## src/rtl/r2fft_pkg.sv

```systemverilog
// Shared constants for the radix-2 FFT datapath: default sample width,
// default inter-stage buffer depth and a log2 helper for sizing pointers.
package r2fft_pkg;

    localparam int R2_WIDTH = 32'sd16;
    localparam int R2_DEPTH = 32'sd32;

    function automatic int clog2_f(input int value);
        int res;
        res = 32'sd0;
        for (int v = value - 32'sd1; v > 32'sd0; v = v >>> 32'sd1) begin
            res = res + 32'sd1;
        end
        return res;
    endfunction

endpackage

```

## src/rtl/cplx_fwft_fifo_if.sv

```systemverilog
// Handshake and status bundle of the complex FWFT FIFO; the producer/consumer
// side uses the master modport, the FIFO itself the slave modport.
interface cplx_fwft_fifo_if
    import r2fft_pkg::*;
#(
    parameter int WIDTH = R2_WIDTH,
    parameter int DEPTH = R2_DEPTH
);
    localparam int CW = clog2_f(DEPTH) + 32'sd1;

    logic                    flush;
    logic                    wr_en;
    logic signed [WIDTH-1:0] in_re;
    logic signed [WIDTH-1:0] in_im;
    logic                    rd_en;
    logic                    clr_err;
    logic signed [WIDTH-1:0] out_re;
    logic signed [WIDTH-1:0] out_im;
    logic                    empty;
    logic                    full;
    logic                    almost_empty;
    logic                    almost_full;
    logic [CW-1:0]           count;
    logic                    overflow;
    logic                    underflow;

    modport master (
        output flush, wr_en, in_re, in_im, rd_en, clr_err,
        input  out_re, out_im, empty, full, almost_empty, almost_full,
               count, overflow, underflow
    );

    modport slave (
        input  flush, wr_en, in_re, in_im, rd_en, clr_err,
        output out_re, out_im, empty, full, almost_empty, almost_full,
               count, overflow, underflow
    );

endinterface

```

## src/rtl/cplx_fifo_mem.sv

```systemverilog
// Dual-port register array for the complex FIFO: synchronous write,
// asynchronous read. Kept separate so a block-RAM variant can replace it.
module cplx_fifo_mem #(
    parameter int DW    = 32'sd32,
    parameter int DEPTH = 32'sd32,
    parameter int AW    = 32'sd5
) (
    input  logic          clk,
    input  logic          we_i,
    input  logic [AW-1:0] waddr_i,
    input  logic [DW-1:0] wdata_i,
    input  logic [AW-1:0] raddr_i,
    output logic [DW-1:0] rdata_o
);

    logic [DW-1:0] mem_q [DEPTH];

    // Store accepted writes; contents deliberately survive reset and flush
    always_ff @(posedge clk) begin
        if (we_i) begin
            mem_q[waddr_i] <= wdata_i;
        end
    end

    assign rdata_o = mem_q[raddr_i];

endmodule

```

## src/rtl/cplx_fwft_fifo.sv

```systemverilog
// First-word-fall-through FIFO for complex samples: one shared pointer pair for
// re/im, occupancy count, threshold flags, flush and sticky error flags.
module cplx_fwft_fifo
    import r2fft_pkg::*;
#(
    parameter int WIDTH     = R2_WIDTH,
    parameter int DEPTH     = R2_DEPTH,
    parameter int AFULL_TH  = DEPTH - 32'sd2,
    parameter int AEMPTY_TH = 32'sd2
) (
    input logic               clk,
    input logic               areset,
    cplx_fwft_fifo_if.slave   bus
);

    localparam int AW = clog2_f(DEPTH);
    localparam int CW = AW + 32'sd1;
    localparam int DW = 32'sd2 * WIDTH;

    localparam logic [AW-1:0] PTR_ONE  = {{(AW-1){1'b0}}, 1'b1};
    localparam logic [CW-1:0] CNT_ONE  = {{(CW-1){1'b0}}, 1'b1};
    localparam logic [CW-1:0] CNT_ZERO = {CW{1'b0}};
    localparam logic [CW-1:0] CNT_FULL = CW'(DEPTH);
    localparam logic [CW-1:0] CNT_AF   = CW'(AFULL_TH);
    localparam logic [CW-1:0] CNT_AE   = CW'(AEMPTY_TH);

    logic [AW-1:0] wr_ptr_q, wr_ptr_d;
    logic [AW-1:0] rd_ptr_q, rd_ptr_d;
    logic [CW-1:0] count_q, count_d;
    logic          ovf_q, ovf_d;
    logic          udf_q, udf_d;
    logic          empty_q, empty_d;
    logic          full_q, full_d;
    logic          aempty_q, aempty_d;
    logic          afull_q, afull_d;

    logic          wa_s;
    logic          ra_s;
    logic          ovf_set_s;
    logic          udf_set_s;
    logic [DW-1:0] rdata_s;

    // A write into a full FIFO still lands when the head is popped in the same cycle
    assign wa_s      = !bus.flush && bus.wr_en && (!full_q || bus.rd_en);
    assign ra_s      = !bus.flush && bus.rd_en && !empty_q;
    assign ovf_set_s = !bus.flush && bus.wr_en && full_q && !bus.rd_en;
    assign udf_set_s = !bus.flush && bus.rd_en && empty_q;

    cplx_fifo_mem #(
        .DW    (DW),
        .DEPTH (DEPTH),
        .AW    (AW)
    ) u_mem (
        .clk     (clk),
        .we_i    (wa_s),
        .waddr_i (wr_ptr_q),
        .wdata_i ({bus.in_re, bus.in_im}),
        .raddr_i (rd_ptr_q),
        .rdata_o (rdata_s)
    );

    // Next-state for pointers, occupancy, sticky flags and registered status
    always_comb begin
        wr_ptr_d = wr_ptr_q;
        rd_ptr_d = rd_ptr_q;
        count_d  = count_q;
        if (bus.flush) begin
            wr_ptr_d = {AW{1'b0}};
            rd_ptr_d = {AW{1'b0}};
            count_d  = CNT_ZERO;
        end else begin
            if (wa_s) begin
                wr_ptr_d = wr_ptr_q + PTR_ONE;
            end else begin
                wr_ptr_d = wr_ptr_q;
            end
            if (ra_s) begin
                rd_ptr_d = rd_ptr_q + PTR_ONE;
            end else begin
                rd_ptr_d = rd_ptr_q;
            end
            case ({wa_s, ra_s})
                2'b10:   count_d = count_q + CNT_ONE;
                2'b01:   count_d = count_q - CNT_ONE;
                default: count_d = count_q;
            endcase
        end

        // A same-cycle set beats clr_err so no error event is ever lost
        if (ovf_set_s) begin
            ovf_d = 1'b1;
        end else if (bus.clr_err) begin
            ovf_d = 1'b0;
        end else begin
            ovf_d = ovf_q;
        end
        if (udf_set_s) begin
            udf_d = 1'b1;
        end else if (bus.clr_err) begin
            udf_d = 1'b0;
        end else begin
            udf_d = udf_q;
        end

        empty_d  = (count_d == CNT_ZERO);
        full_d   = (count_d == CNT_FULL);
        aempty_d = (count_d <= CNT_AE);
        afull_d  = (count_d >= CNT_AF);
    end

    // State registers with asynchronous active-low reset
    always_ff @(posedge clk or negedge areset) begin
        if (!areset) begin
            wr_ptr_q <= {AW{1'b0}};
            rd_ptr_q <= {AW{1'b0}};
            count_q  <= CNT_ZERO;
            ovf_q    <= 1'b0;
            udf_q    <= 1'b0;
            empty_q  <= 1'b1;
            full_q   <= 1'b0;
            aempty_q <= 1'b1;
            afull_q  <= 1'b0;
        end else begin
            wr_ptr_q <= wr_ptr_d;
            rd_ptr_q <= rd_ptr_d;
            count_q  <= count_d;
            ovf_q    <= ovf_d;
            udf_q    <= udf_d;
            empty_q  <= empty_d;
            full_q   <= full_d;
            aempty_q <= aempty_d;
            afull_q  <= afull_d;
        end
    end

    assign bus.out_re       = empty_q ? {WIDTH{1'b0}} : $signed(rdata_s[DW-1:WIDTH]);
    assign bus.out_im       = empty_q ? {WIDTH{1'b0}} : $signed(rdata_s[WIDTH-1:0]);
    assign bus.empty        = empty_q;
    assign bus.full         = full_q;
    assign bus.almost_empty = aempty_q;
    assign bus.almost_full  = afull_q;
    assign bus.count        = count_q;
    assign bus.overflow     = ovf_q;
    assign bus.underflow    = udf_q;

endmodule

```

## src/flat_wrapper.sv

```systemverilog
// flat-port wrapper written by rule: the top's interface ports become plain ports
module cplx_fwft_fifo_flat import r2fft_pkg::*;
#(
    parameter int WIDTH     = R2_WIDTH,
    parameter int DEPTH     = R2_DEPTH,
    parameter int AFULL_TH  = DEPTH - 32'sd2,
    parameter int AEMPTY_TH = 32'sd2
)
  (clk, areset, bus_flush, bus_wr_en, bus_in_re, bus_in_im, bus_rd_en, bus_clr_err, bus_out_re, bus_out_im, bus_empty, bus_full, bus_almost_empty, bus_almost_full, bus_count, bus_overflow, bus_underflow);
  cplx_fwft_fifo_if #(.WIDTH(WIDTH), .DEPTH(DEPTH)) bus_i ();
  input logic clk;
  input logic areset;
  input wire logic [$bits(bus_i.flush)-1:0] bus_flush;
  input wire logic [$bits(bus_i.wr_en)-1:0] bus_wr_en;
  input wire logic [$bits(bus_i.in_re)-1:0] bus_in_re;
  input wire logic [$bits(bus_i.in_im)-1:0] bus_in_im;
  input wire logic [$bits(bus_i.rd_en)-1:0] bus_rd_en;
  input wire logic [$bits(bus_i.clr_err)-1:0] bus_clr_err;
  output wire logic [$bits(bus_i.out_re)-1:0] bus_out_re;
  output wire logic [$bits(bus_i.out_im)-1:0] bus_out_im;
  output wire logic [$bits(bus_i.empty)-1:0] bus_empty;
  output wire logic [$bits(bus_i.full)-1:0] bus_full;
  output wire logic [$bits(bus_i.almost_empty)-1:0] bus_almost_empty;
  output wire logic [$bits(bus_i.almost_full)-1:0] bus_almost_full;
  output wire logic [$bits(bus_i.count)-1:0] bus_count;
  output wire logic [$bits(bus_i.overflow)-1:0] bus_overflow;
  output wire logic [$bits(bus_i.underflow)-1:0] bus_underflow;
  assign bus_i.flush = bus_flush;
  assign bus_i.wr_en = bus_wr_en;
  assign bus_i.in_re = bus_in_re;
  assign bus_i.in_im = bus_in_im;
  assign bus_i.rd_en = bus_rd_en;
  assign bus_i.clr_err = bus_clr_err;
  assign bus_out_re = bus_i.out_re;
  assign bus_out_im = bus_i.out_im;
  assign bus_empty = bus_i.empty;
  assign bus_full = bus_i.full;
  assign bus_almost_empty = bus_i.almost_empty;
  assign bus_almost_full = bus_i.almost_full;
  assign bus_count = bus_i.count;
  assign bus_overflow = bus_i.overflow;
  assign bus_underflow = bus_i.underflow;
  cplx_fwft_fifo #(.WIDTH(WIDTH), .DEPTH(DEPTH), .AFULL_TH(AFULL_TH), .AEMPTY_TH(AEMPTY_TH)) u_core (.clk(clk), .areset(areset), .bus(bus_i));
endmodule
```

## config.mk

```make
export PLATFORM = sky130hd
export DESIGN_NAME = cplx_fwft_fifo_flat
export DESIGN_NICKNAME = d
export VERILOG_FILES = /design/src/rtl/r2fft_pkg.sv /design/src/rtl/cplx_fwft_fifo_if.sv /design/src/rtl/cplx_fifo_mem.sv /design/src/rtl/cplx_fwft_fifo.sv /design/src/flat_wrapper.sv
export SDC_FILE = /design/constraint.sdc
export NUM_CORES = 1
export LEC_CHECK = 0
export ABC_AREA = 1
export BUFFER_PORTS_ARGS = -buffer_cell sky130_fd_sc_hd__buf_4
export CORE_UTILIZATION = 40
export CTS_CLUSTER_SIZE = 28
export DETAILED_ROUTE_END_ITERATION = 7
export PLACE_DENSITY = 0.63
export SETUP_SLACK_MARGIN = 0.5
export SYNTH_ARGS = -nofsm -noshare
export SYNTH_HDL_FRONTEND = slang
export SYNTH_SLANG_ARGS = --single-unit
export TNS_END_PERCENT = 20
```

## constraint.sdc

```tcl
create_clock -name clk -period 3.78 [get_ports clk]
set_clock_uncertainty 0.15 [all_clocks]
set_input_delay 0.756 -clock clk [delete_from_list [all_inputs] [get_ports clk]]
set_output_delay 0.756 -clock clk [all_outputs]
set_load 0.005 [all_outputs]
```

Yosys cells after proc, flatten, opt, wreduce, memory -nomap -nowiden --
Memory sizes are Yosys's and may differ from the RTL's. Index checks and enable logic that the tools add are counted.
Storage, ports and cells: bits in registers 22, memory bits (writable) 1024, input port bits 38, output and inout port bits 44, memories 1
Operators by class: $add $sub $neg 4, magnitude comparators 2, equal/unequal tests 3, multiplexer cells 13, reduce and logical (&&, ||, !) cells 17
Memory list:
- u_core.u_mem.mem_q | depth 32, width 32, read ports 1, clocked after memory_dff 0, write ports 1, line cplx_fifo_mem.sv:16 | logic [DW-1:0] mem_q [DEPTH];
Operators by type and width (number):
- $mux 16 | 2
- $mux 5 | 4
- $pmux 6 s2 | 1
- $add 5x1->5 const B | 2
- $reduce_bool 2->1 | 4
- $logic_and 1x1->1 | 7
- $add 6x1->6 const B | 1
- $eq 6x6->1 const B | 1
- $ge 6x5->1 const B | 1
- $le 6x2->1 const B | 1
- $logic_not 6->1 | 1
- $mux 6 | 1
- $sub 6x1->6 const B | 1
- $mux 1 | 5
- $logic_not 1->1 | 4
- $eq 2x1->1 const B | 1
- $eq 2x2->1 const B | 1
- $logic_or 1x1->1 | 1

Logic depth before layout (Yosys ltp) --
depth after elaboration 7, mapped depth 18

Modules after synthesis --
From an unflattened synthesis, not the netlist that was laid out.
Unflattened totals: cells, all modules 3749, area total of the unflattened synthesis 43406.6 sq um
Modules (own cells, without submodules):
- cplx_fifo_mem | times used 1, cells each 3504, area each 41765.1 sq um
- cplx_fwft_fifo | times used 1, cells each 245, area each 1641.6 sq um

Least setup slack after synthesis --
Ideal clock, no wire load.
kind input -> register, start point in bus_flush, end point mem u_core.u_mem.mem_q[31][0] in the netlist's numbering, enable pin, library setup time 463 ps, arrival time 3483 ps, data required time 3167 ps, path slack -316 ps, cell stages on the path 5, cells stage by stage buf_6 -> nor2_4 -> nand2_4 -> buf_6 -> nor3_1
Between the ends: word-level cells in the longest chain between the ends 5
Ends and longest elaborated chain:
- from (decl) | line flat_wrapper.sv:13 | input wire logic [$bits(bus_i.flush)-1:0] bus_flush;
- $logic_not 1->1 | line cplx_fwft_fifo.sv:44 | assign wa_s = !bus.flush && bus.wr_en && (!full_q || bus.rd_en);
- $logic_and 1x1->1 (2 in a row) | line cplx_fwft_fifo.sv:44
- $mux 1 | line cplx_fifo_mem.sv:20 | if (we_i) begin
- $mux 1 (not written as such) | line cplx_fifo_mem.sv:21 | mem_q[waddr_i] <= wdata_i;
- to (decl) | line cplx_fifo_mem.sv:16
Every way passes these cells.

Final worst setup path --
start point reg u_core.rd_ptr_q[1], end point out bus_out_im[9]
Between the ends: word-level cells in the longest chain between the ends 2
Ends and longest elaborated chain:
- from (decl) | line cplx_fwft_fifo.sv:28 | logic [AW-1:0] rd_ptr_q, rd_ptr_d;
- from (signal assigned) | line cplx_fwft_fifo.sv:115 | rd_ptr_q <= {AW{1'b0}};
- from (signal assigned) | line cplx_fwft_fifo.sv:125 | rd_ptr_q <= rd_ptr_d;
- $mem_v2 32x32
- $mux 16 | line cplx_fwft_fifo.sv:137 | assign bus.out_im = empty_q ? {WIDTH{1'b0}} : $signed(rdata_s[WIDTH-1:0]);
- to (decl) | line flat_wrapper.sv:20 | output wire logic [$bits(bus_i.out_im)-1:0] bus_out_im;
Every way passes these cells.

==> results summary <==
The deepest clock path buffer count came out at 3. The vertical extent of the die is 324 um. The data arrival time of the critical path came out at 2.83 ns. The number of search-and-repair iterations in the first detailed-routing pass is 5. The biggest cell delay along the critical path is 0.52 ns. The number of sinks handled by clock tree synthesis came out at 1046. The total of buffers placed on input and output ports came out at 81.

The half-perimeter wire length of the detailed placement result came out at 58900 um. The count of nets left with antenna violations after detail routing came out at 0. The H-tree level count is 3. Once placement completed, the tool counted placed cells totaling 4387.

The headroom to the max-slew limit is 44.0%. The worst setup path is captured at an output port. Setup repair after global routing could not meet its margin everywhere. The final standard cell count with taps included and fillers excluded came out at 4667.

The run finished with clean final reports. The analysis attributes to cell leakage a power of 16.4 nW. The placeable core area is 0.102 mm^2. The wire length of the first global-routing pass came out at 175000 um. The initial antenna violation count came out at 2. The signal on the critical path passes through buf_12 > buf_12 > buf_4 > clkbuf_16 > o21ai_0 > o221ai_1 > nand3_1 > nand3_1 > nand2_1 > a21oi_2 > buf_4. The final count of hold timing violations is 0. The clock slew at the register clock pins of the worst setup and hold paths is 0.06 ns. The portion of synthesized area spent on multiplexers is 0%.

The number of I/O pins came out at 82. In the layout the commonest cells are sky130_fd_sc_hd__edfxtp_1 (1024), sky130_fd_sc_hd__nor2_1 (548), sky130_fd_sc_hd__o21ai_0 (506). In this run the worst hold path is classified as in -> reg. The average footprint of a synthesized cell is 13.6 um^2.

The post-detailed-routing wire length is 126000 um. The number of buffers created by CTS came out at 104. The part of the Yosys area used for sequential elements came out at 75.5%. The number of cells produced by synthesis is 3045. The cell row count is 117.

The share of synthesized cell area in and, or, nand and nor gates is 8.11%. Summing the areas of all xor and xnor instances in the mapped netlist gives 0.0634% of the synthesized area. The synthesized net count came out at 3090.

The tightest hold path in the finished design has a slack of 0.156 ns. The pin count of the biggest net entering global routing is 87. The number of different library cells in the post-synthesis netlist came out at 40. In the final routed layout, each cell accounts on average for 27.1 um. The die covers 0.105 mm^2. The via count of the first global-routing pass is 26000. For the worst-skew pair, the clock arrives at the later sink with an insertion delay of 0.66 ns. The maximum VDD drop is 0.412 mV. After detailed routing, the number of vias per cell comes to 5.99. The synthesized design contains 1046 register bits. The category of the critical setup timing path is reg -> out.

The detailed-route via count came out at 27900. Summing the areas of all compound-gate instances in the mapped netlist gives 12.9% of the synthesized area. The time the final worst path needs with I/O delays and setup came out at 3.73 ns. The share of the clock period used by the worst path after layout is 98.7%. TritonCTS built the clock tree. The startpoint type of the worst setup path is a flip-flop.

For this run, the top clock speed supported by timing is 0.268 GHz. The total of endpoints with negative setup slack in the final report came out at 0. Relative to the synthesized area, the layout overhead comes to 20.4%.

After the last flow step, the layout net total stands at 3256. The effective utilization at floorplan came out at 40.6%. The library cell used most frequently in the layout, excluding fill and tap cells, is sky130_fd_sc_hd__edfxtp_1. The fraction of final layout cells with drive strength greater than 1 is 16.7%. The internal reg-to-reg setup slack is 1.23 ns. The post-layout total power came out at 29.8 mW.

The combined global-route utilization of all metal layers is 22.8%. The synthesized area came out at 0.0414 mm^2. The leftover overflow at the end of global routing came out at 0. The tree is rooted in a sky130_fd_sc_hd__clkbuf_16. The actual transition at the worst max-transition pin is 0.841 ns. The data required time of the worst path is 2.87 ns. Max-cap violations in this run came to 0. In this run the power density over the cells is 597 mW/mm^2. The number of pins with negative max-slew slack in the final report came to 0.

For this run, the number of Yosys warnings is 0. The adder and majority gate portion of the synthesized area is 0.211%. The final-layout setup total negative slack came out at 0 ns. The post-route DRC violation count came out at 0. The die extent in x is 324 um.

The global placement routability congestion came out at 0.793. In this run the worst path has a maximum fanout of 20. The main combinational cell family by area after synthesis is compound AO/OA/AOI/OAI gates.

For this block, the initial DRC count from the detailed router was 3596. The largest individual stage delay along the critical path comes from the cell sky130_fd_sc_hd__dfrtp_4.
path summary, 6_finish.rpt:
path,end,start,cells past startpoint
setup / recovery,bus_out_im[9],u_core.rd_ptr_q[1],11
hold / removal,u_core.bus.overflow,bus_clr_err,2
setup reg to reg,u_core.u_mem.mem_q[17][10],u_core.bus.full,7
hold reg to reg,u_core.bus.overflow,u_core.bus.overflow,2
max in group asynchronous,u_core.bus.empty,areset,2
min in group asynchronous,u_core.rd_ptr_q[2],areset,2
timing repair:
item	CTS	global route
hold endpoints to repair	20	0
gates resized for setup	85	85
pin swaps	11	35
endpoints found under the setup margin	32	32
cloned	23	23
buffers inserted	20	19
hold buffers	1	0
layer usage:
metal	vias up	share of wire, %	wire length [um]	track usage (%)
met5	-	0	0	0
met4	0	3.2	4070	8.49
met3	254	9.5	12000	3.17
met2	1680	46	58500	35.4
met1	14100	41	51600	32.8
li1	11900	-	-	-
final cells by class:
type                    count  area [um^2]
clock buffers             131         2760
multi-input cells        1723         9340
inverters                  48          238
diodes                      1         2.50
flip-flops and latches   1046        31300
fillers                  8659        52300
well taps                1368         1710
repair inverters            9          129
clock inverters            62          618
repair buffers            279         3770
power breakdown:
group | switching (mW) | internal [mW] | leakage (nW) | total, mW
Combinational | 4.02 | 2.57 | 5.22 | 6.60
Clock | 4.37 | 5.92 | 1.65 | 10.3
Sequential | 0.0736 | 12.8 | 9.49 | 12.9
Total | 8.47 | 21.3 | 16.4 | 29.8
worst max-delay path: cells and delay by family (launching register included):
family,cells,cell delay [ns]
flip-flops,1,0.52
AO/OA/AOI/OAI,3,0.49
AND/OR/NAND/NOR,3,0.39
buffers and inverters,5,0.75
metrics by stage:
stage,utilization (%),worst slack [ns],area [um^2]
after floorplan,-,-0.278,41500
after global placement,43.4,0.427,44400
after detailed placement,43.4,0.386,44400
after CTS,47.8,0.0314,48900
after global routing,48.8,-0.0121,49900
final,48.8,0.0488,49900
cell usage after synthesis (all sizes together):
| master | number | area, um^2 |
|---|---|---|
| a21oi | 43 | 215 |
| nand3 | 130 | 701 |
| nand2 | 94 | 395 |
| o211ai | 4 | 30.0 |
| clkinv | 1 | 5.00 |
| ha | 7 | 87.6 |
| o21ai | 551 | 2760 |
| a2111oi | 1 | 8.76 |
| buf | 104 | 658 |
| o221ai | 182 | 1590 |
| clkbuf | 124 | 465 |
| a31oi | 32 | 200 |
| dfrtp | 20 | 500 |
| a22o | 1 | 8.76 |
| inv | 47 | 184 |
| dfstp | 2 | 52.6 |
| nor2 | 584 | 2220 |
| nor3 | 5 | 25.0 |
| nand3b | 1 | 7.51 |
| xnor2 | 2 | 17.5 |
| edfxtp | 1024 | 30700 |
| nor4 | 2 | 12.5 |
| o22ai | 69 | 432 |
| xor2 | 1 | 8.76 |
| o32ai | 1 | 8.76 |
| o21a | 13 | 97.6 |
registers in the layout, summed over array words and instances, names as in the netlist:
signal                   flops
u_core.bus.almost_empty      1
u_core.bus.almost_full       1
u_core.bus.count             6
u_core.bus.empty             1
u_core.bus.full              1
u_core.bus.overflow          1
u_core.bus.underflow         1
u_core.rd_ptr_q              5
u_core.u_mem.mem_q        1024
u_core.wr_ptr_q              5
cells by family after synthesis:
kind of cell | count (synthesis)
AOI/OAI and AO/OA | 897
buffers and inverters | 276
DFF | 1046
xor gates and xnor gates | 3
adders and majority gates | 7
and+or+nand+nor | 816
No activity file was read; power rests on OpenSTA's default activity.
